File: src/rtl/mux4to1_4b_pkg.sv
// Shared constants for the mux4to1_4b operand-steering primitive.
// Select encodings map directly onto the operand index I0..I3.
package mux4to1_4b_pkg;

    localparam logic [1:0] SEL_I0 = 2'd0;
    localparam logic [1:0] SEL_I1 = 2'd1;
    localparam logic [1:0] SEL_I2 = 2'd2;
    localparam logic [1:0] SEL_I3 = 2'd3;

    localparam int DEFAULT_WIDTH = 4;

endpackage

File: src/rtl/mux4to1_4b_comb.sv
// Pure combinational WIDTH-bit 4:1 selector (module mux4to1_comb).
// Every select value is legal, so the case statement is fully covered.
module mux4to1_comb
    import mux4to1_4b_pkg::*;
#(
    parameter int WIDTH = DEFAULT_WIDTH
) (
    input  logic [1:0]       sel,
    input  logic [WIDTH-1:0] d0,
    input  logic [WIDTH-1:0] d1,
    input  logic [WIDTH-1:0] d2,
    input  logic [WIDTH-1:0] d3,
    output logic [WIDTH-1:0] y
);

    always_comb begin
        y = '0;
        case (sel)
            SEL_I0: y = d0;
            SEL_I1: y = d1;
            SEL_I2: y = d2;
            SEL_I3: y = d3;
        endcase
    end

endmodule

File: src/rtl/mux4to1_4b.sv
// 4:1 selector with a combinational output and an enable-loaded, reset-defined copy.
// Define MUX4TO1_4B_PARITY_EN to add par_q, the even parity of the registered word.
module mux4to1_4b
    import mux4to1_4b_pkg::*;
#(
    parameter int WIDTH = DEFAULT_WIDTH
) (
    input  logic             clk,
    input  logic             rst_n,
    input  logic [1:0]       s,
    input  logic [WIDTH-1:0] I0,
    input  logic [WIDTH-1:0] I1,
    input  logic [WIDTH-1:0] I2,
    input  logic [WIDTH-1:0] I3,
    input  logic             en,
    output logic [WIDTH-1:0] o,
    output logic [WIDTH-1:0] o_q,
`ifdef MUX4TO1_4B_PARITY_EN
    output logic             par_q,
`endif
    output logic [1:0]       sel_q
);

    logic [WIDTH-1:0] selected;

    mux4to1_comb #(
        .WIDTH (WIDTH)
    ) u_comb (
        .sel (s),
        .d0  (I0),
        .d1  (I1),
        .d2  (I2),
        .d3  (I3),
        .y   (selected)
    );

    assign o = selected;

    // Reset is checked first so it wins over a simultaneous enable.
    always_ff @(posedge clk or negedge rst_n) begin
        if (!rst_n) begin
            o_q   <= '0;
            sel_q <= SEL_I0;
`ifdef MUX4TO1_4B_PARITY_EN
            par_q <= 1'b0;
`endif
        end else if (en) begin
            o_q   <= selected;
            sel_q <= s;
`ifdef MUX4TO1_4B_PARITY_EN
            par_q <= ^selected;
`endif
        end
    end

endmodule

File: config.mk
export PLATFORM = sky130hd
export DESIGN_NAME = mux4to1_4b
export DESIGN_NICKNAME = d
export VERILOG_FILES = /design/src/rtl/mux4to1_4b_pkg.sv /design/src/rtl/mux4to1_4b_comb.sv /design/src/rtl/mux4to1_4b.sv
export SDC_FILE = /design/constraint.sdc
export NUM_CORES = 1
export LEC_CHECK = 0
export BUFFER_PORTS_ARGS = -buffer_cell sky130_fd_sc_hd__clkbuf_2
export CAP_MARGIN = 20
export CELL_PAD_IN_SITES_DETAIL_PLACEMENT = 0
export CELL_PAD_IN_SITES_GLOBAL_PLACEMENT = 1
export CORE_MARGIN = 1
export CORE_UTILIZATION = 25
export DETAILED_ROUTE_END_ITERATION = 10
export PLACE_DENSITY_LB_ADDON = 0.1
export RECOVER_POWER = 50
export REMOVE_ABC_BUFFERS = 1
export SLEW_MARGIN = 20
export SYNTH_ARGS = -nofsm -noshare
export SYNTH_HDL_FRONTEND = slang
export SYNTH_SLANG_ARGS = --single-unit
export TNS_END_PERCENT = 1
File: constraint.sdc
create_clock -name clk -period 0.9 [get_ports clk]
set_input_delay 0.18 -clock clk [delete_from_list [all_inputs] [get_ports clk]]
set_output_delay 0.18 -clock clk [all_outputs]
set_load 0.02 [all_outputs]
==> flow_summary.yaml, run 1 <==
power_and_ir_drop:
  irDropWorstVdd_mv: 0.642
  pwr-share-seq: 0.334
  clockPowerShare: 0.242
  p_switching_w: 0.000283
  power.density_nw_per_um2: 1230
  intPower_w: 0.000666
  p_leak_nw: 0.378
  p_comb_frac: 0.424
  switching_share: 0.299
finish:
  diodes: 0
  drive_above_1_share: 0.675
  seq_area_um2: 150
  syn_to_final_growth_pct: 101
  fin_nets: 100
  fill_cells: 130
  multi_input_area_um2: 294
  finalNonFillerCells: 92
yosys:
  syn_area_um2: 383
  syn_inst: 33
  ys_ff_latch: 6
  synth_area_per_cell_um2: 11.6
  yosysUniqueCellTypes: 9
  ys_seq_area_frac: 0.392
  ys_warn_count: 0
place:
  gp_congestion: 0.671
  dp_cells: 84
  hpwlAfterDp_um: 794
  io_buffer_count: 30
sta:
  maxSlewHeadroom: 0.805
  worstMarginPinSlew_ns: 0.293
  fin_crit_sh: 1.14
  setup-tns-final_ns: -0.600
  fmax_mhz: 974
  skew_ns: 0
  timing_hold_violations_final: 0
  holdWs_ns: 0.238
  finalWorstPathRequiredPeriod_ns: 1.03
  rsz0062_at_grt: "yes"
  fin_ws_ns: -0.127
  slew_viol_final: 0
  setup_viol: 10
clock_network:
  cts_buffer_depth: 2
  cts_buffers: 3
  insertion_delay_ns: 0.23
  cts_tree: "built"
  h-tree-depth: 1
  root_buffer: "clkbuf_4"
  clk_pin_slew_ns: 0.04
  cts.sinks: 6
worst_setup_path:
  reg2reg_from: "sel_q[1]"
  arrival_ns: 0.85
  cp-start-kind: "input pin"
  critical_path_peak_fanout: 5
  worstSetupPathType: "input pin to primary output"
  cp-end-kind: "primary output"
  crit_required_ns: 0.72
  startpoint: "s[1]"
drt:
  first_pass_iters: 1
  first_iter_violations: 0
  via_per_inst: 4.49
  drc: 0
  wl_per_cell_um: 11.9
  vias: 413
  finalWirelength_um: 1100
  detail-route-antenna-nets: 0
status:
  violations: "negative setup slack"
  status: "finished with violations"
min_path:
  hold_path.startpoint: "en"
  hold_path.class: "input pin to flip-flop"
floorplanning:
  die_h_um: 41.1
  pin_count: 31
  coreArea_um2: 1370
  die_x_um: 41.1
  rows: 13
  start_util: 0.280
  die_area_um2: 1690
global_route:
  antenna_found_initial: 0
  grt_util_all_layers: 0.125
  grt_start_max_net_pins: 10
  grt_pass1_vias: 373
  grt_first_pass_wirelength_um: 1370
  gr-total-overflow: 0
flow_run:
  cap_violations: 0
[registers in the layout (all words and copies together), names as in the netlist]
| signal | flops |
|---|---|
| o_q | 4 |
| sel_q | 2 |
[stage by stage]
| stage | cell area [um^2] | setup slack, ns | total power, W | util |
|---|---|---|---|---|
| global route | 769 | -0.169 | 0.00101 | 0.563 |
| global placement | 589 | -0.274 | 0.000628 | 0.431 |
| detailed placement | 589 | -0.285 | 0.000628 | 0.431 |
| CTS | 678 | -0.122 | 0.000908 | 0.496 |
| finish | 769 | -0.127 | 0.000949 | 0.563 |
| floorplan | 360 | 0.0486 | 0.000463 | - |
[cell families (layout without fill, tap and decap cells)]
family,Yosys count,after routing,share of synthesized area
DFF,6,6,0.392
buffers and inverters,3,47,0.0686
AOI/OAI and AO/OA,5,5,0.105
muxes,13,13,0.343
and+or+nand+nor,6,6,0.0915
[cell usage in the layout (no fill, tap or decap), types with 3 or more instances in the layout]
master,n
buf_2,6
buf_4,14
clkbuf_2,19
clkbuf_4,3
dfrtp_1,6
mux2i_1,5
mux2i_4,7
nand2b_1,5
o221ai_1,4
[power by group through the flow]
stage	logic, W	clock network [W]	registers [W]
6_report	0.000402	0.000230	0.000317
3_5_place_dp	0.000305	0	0.000323
5_1_grt	0.000439	0.000251	0.000322
2_1_floorplan	0.000102	0	0.000361
4_1_cts	0.000344	0.000245	0.000319
3_3_place_gp	0.000305	0	0.000323
[per-layer routing]
metal,global-route usage,vias up,part of all wire
met4,0.0726,0,0
met2,0.223,16,0.55
met3,0,0,0.062
met5,0,-,0
met1,0.151,185,0.38
li1,-,212,-
[area by class of cell]
class	count	area share
sequential	6	0.195
inverter	1	0.00488
timing repair buffer	43	0.364
multi-input combinational	24	0.382
clock buffer	3	0.0293
tap	15	0.0244
[repair_timing]
item | 4_1_cts | 5_1_grt
hold buffers | 1 | 0
pin swaps | 0 | 0
hold endpoints to repair | 6 | 0
buffers inserted | 3 | 0
resized for setup | 7 | 22
cloned | 0 | 1
setup endpoints to repair | 10 | 10
[final timing paths]
| check | endpoint | slack, ns | cells after the start |
|---|---|---|---|
| worst max-delay path | o[1] | -0.13 | 4 |
| worst min-delay path | sel_q[0] | 0.24 | 2 |
| worst max register to register | sel_q[1] | 0.16 | 1 |
| worst min register to register | o_q[0] | 0.49 | 2 |
| max in group asynchronous | o_q[0] | 0.34 | 2 |
| min in group asynchronous | sel_q[0] | 0.33 | 2 |
[worst max-delay path, cell delays in order]
cell       delay, ns
clkbuf_16       0.15
mux2i_4         0.19
mux2i_1         0.16
buf_4           0.17
[Yosys cell counts (all sizes together)]
| cell type | instances | area share |
|---|---|---|
| buf | 2 | 0.059 |
| dfrtp | 6 | 0.39 |
| inv | 1 | 0.0098 |
| mux2 | 1 | 0.029 |
| mux2i | 12 | 0.31 |
| nand2 | 1 | 0.0098 |
| nand2b | 5 | 0.082 |
| o21ai | 1 | 0.013 |
| o221ai | 4 | 0.091 |
Note: power is estimated with default switching activity, not from simulation.
==> run 2, diff against run 1 <==
Clock period 0.9 ns to 1.04 ns, I/O delays scaled along.
==> flow_summary.yaml, run 2 (synthesis results as in run 1) <==
min_path:
  hold_path.class: "input pin to flip-flop"
sta:
  setup_viol: 1
  setup-tns-final_ns: -0.0427
  rsz0062_at_grt: "yes"
  fin_crit_sh: 1.04
  skew_ns: 0
  slew_viol_final: 0
  fmax_mhz: 924
  timing_hold_violations_final: 0
  worstMarginPinSlew_ns: 0.293
  fin_ws_ns: -0.0427
  finalWorstPathRequiredPeriod_ns: 1.08
  maxSlewHeadroom: 0.805
clock_network:
  cts_buffer_depth: 2
  cts_tree: "built"
  clk_pin_slew_ns: 0.04
  cts_buffers: 3
  root_buffer: "clkbuf_4"
  cts.sinks: 6
  insertion_delay_ns: 0.23
  h-tree-depth: 1
global_route:
  grt_first_pass_wirelength_um: 1370
  grt_util_all_layers: 0.125
  grt_util_met3: 0
  gr-total-overflow: 0
  use_met2: 0.223
  grt_pass1_vias: 373
  busiest_layer: "met2"
  grt_use_met1: 0.151
  grt_start_max_net_pins: 10
  antenna_found_initial: 0
power_and_ir_drop:
  intPower_w: 0.000576
  irDropWorstVdd_mv: 0.557
  pwr-share-seq: 0.335
  clockPowerShare: 0.242
  p_leak_nw: 0.378
  switching_share: 0.300
  p_comb_frac: 0.423
  p_switching_w: 0.000247
  power.density_nw_per_um2: 1070
finish:
  finalNonFillerCells: 92
  reg.largest.list: "o_q (4), sel_q (2)"
  finalInstanceArea_um2: 769
  largest_reg_flops: 4
  diodes: 0
  mostFrequentLayoutCells: "clkbuf_2, buf_4, mux2i_4, dfrtp_1"
  fin_nets: 100
  drive_above_1_share: 0.675
  largest-register: "o_q"
  syn_to_final_growth_pct: 101
  postLayoutCoreUtil: 0.563
  layout_commonest_cell: "clkbuf_2"
drt:
  detail-route-antenna-nets: 0
  first_pass_iters: 1
  finalWirelength_um: 1100
  wl_per_cell_um: 12.0
  first_iter_violations: 0
  drc: 0
  via_per_inst: 4.48
  vias: 412
worst_setup_path:
  cp_num_buf_inv: 2
  rrSetupSlack_ns: 0.30
  crit_required_ns: 0.83
  worstSetupPathType: "input pin to primary output"
  cp_cell_sequence: "clkbuf_16 > mux2i_4 > mux2i_1 > buf_4"
  arrival_ns: 0.87
  cp_slowest_stage_delay_ns: 0.19
  cp-end-kind: "primary output"
  cp_slowest_cell: "mux2i_4"
  path_delay_family: "multiplexers"
  cp-start-kind: "input pin"
  critical_path_peak_fanout: 5
flow_run:
  cap_violations: 0
floorplanning:
  rows: 13
  pin_count: 31
  die_x_um: 41.1
  coreArea_um2: 1370
  die_h_um: 41.1
  start_util: 0.280
  die_area_um2: 1690
place:
  io_buffer_count: 30
  dp_cells: 84
  hpwlAfterDp_um: 794
  placed_cell_area_um2: 589
  gp_congestion: 0.671
status:
  status: "finished with violations"
  violations: "negative setup slack"
## run 2: changes by cell type in the layout (fill, tap and decap cells not counted)
cell and change:
buf_2 -5, clkbuf_2 +5
## run 2: area by class of cell
cell class / instances / area, um^2
Inverter: 1 / 3.75
Tap cell: 15 / 18.8
Sequential cell: 6 / 150
Multi-Input combinational cell: 24 / 294
Fill cell: 130 / 597
Clock buffer: 3 / 22.5
Timing Repair Buffer: 43 / 280
## run 2: path summary, 6_finish.rpt
kind / depth (start not counted) / startpoint / end
worst max-delay path: 4 / s[1] / o[1]
worst min-delay path: 2 / en / sel_q[0]
worst max register to register: 1 / sel_q[1] / sel_q[1]
worst min register to register: 2 / o_q[0] / o_q[0]
max in group asynchronous: 2 / rst_n / o_q[0]
min in group asynchronous: 2 / rst_n / sel_q[0]
## run 2: metrics by stage
step | power, W | hold WS [ns] | setup WS [ns]
6_report | 0.000822 | 0.268 | -0.0427
5_1_grt | 0.000876 | 0.292 | -0.0849
4_1_cts | 0.000785 | 0.270 | -0.0380
3_5_place_dp | 0.000543 | 0.0344 | -0.201
2_1_floorplan | 0.000401 | -0.0876 | 0.133
3_3_place_gp | 0.000543 | 0.0338 | -0.190
## run 2: layer usage
metal | up-vias | share of wire
li1 | 212 | -
met1 | 184 | 0.39
met2 | 16 | 0.55
met3 | 0 | 0.062
met4 | 0 | 0
met5 | - | 0
## run 2: repair_timing
| action | CTS | global route |
|---|---|---|
| gates resized for setup | 7 | 17 |
| cloned | 0 | 1 |
| setup endpoints to repair | 4 | 4 |
| buffers inserted | 3 | 0 |
| hold buffers | 1 | 0 |
| endpoints found under the hold margin | 6 | 0 |
## run 2: power by group through the flow
stage / clock [W] / sequential (W) / combinational, W
finish: 0.000199 / 0.000276 / 0.000348
global route: 0.000217 / 0.000280 / 0.000379
CTS: 0.000212 / 0.000276 / 0.000298
detailed placement: 0 / 0.000279 / 0.000264
global placement: 0 / 0.000279 / 0.000264
floorplan: 0 / 0.000312 / 0.0000887
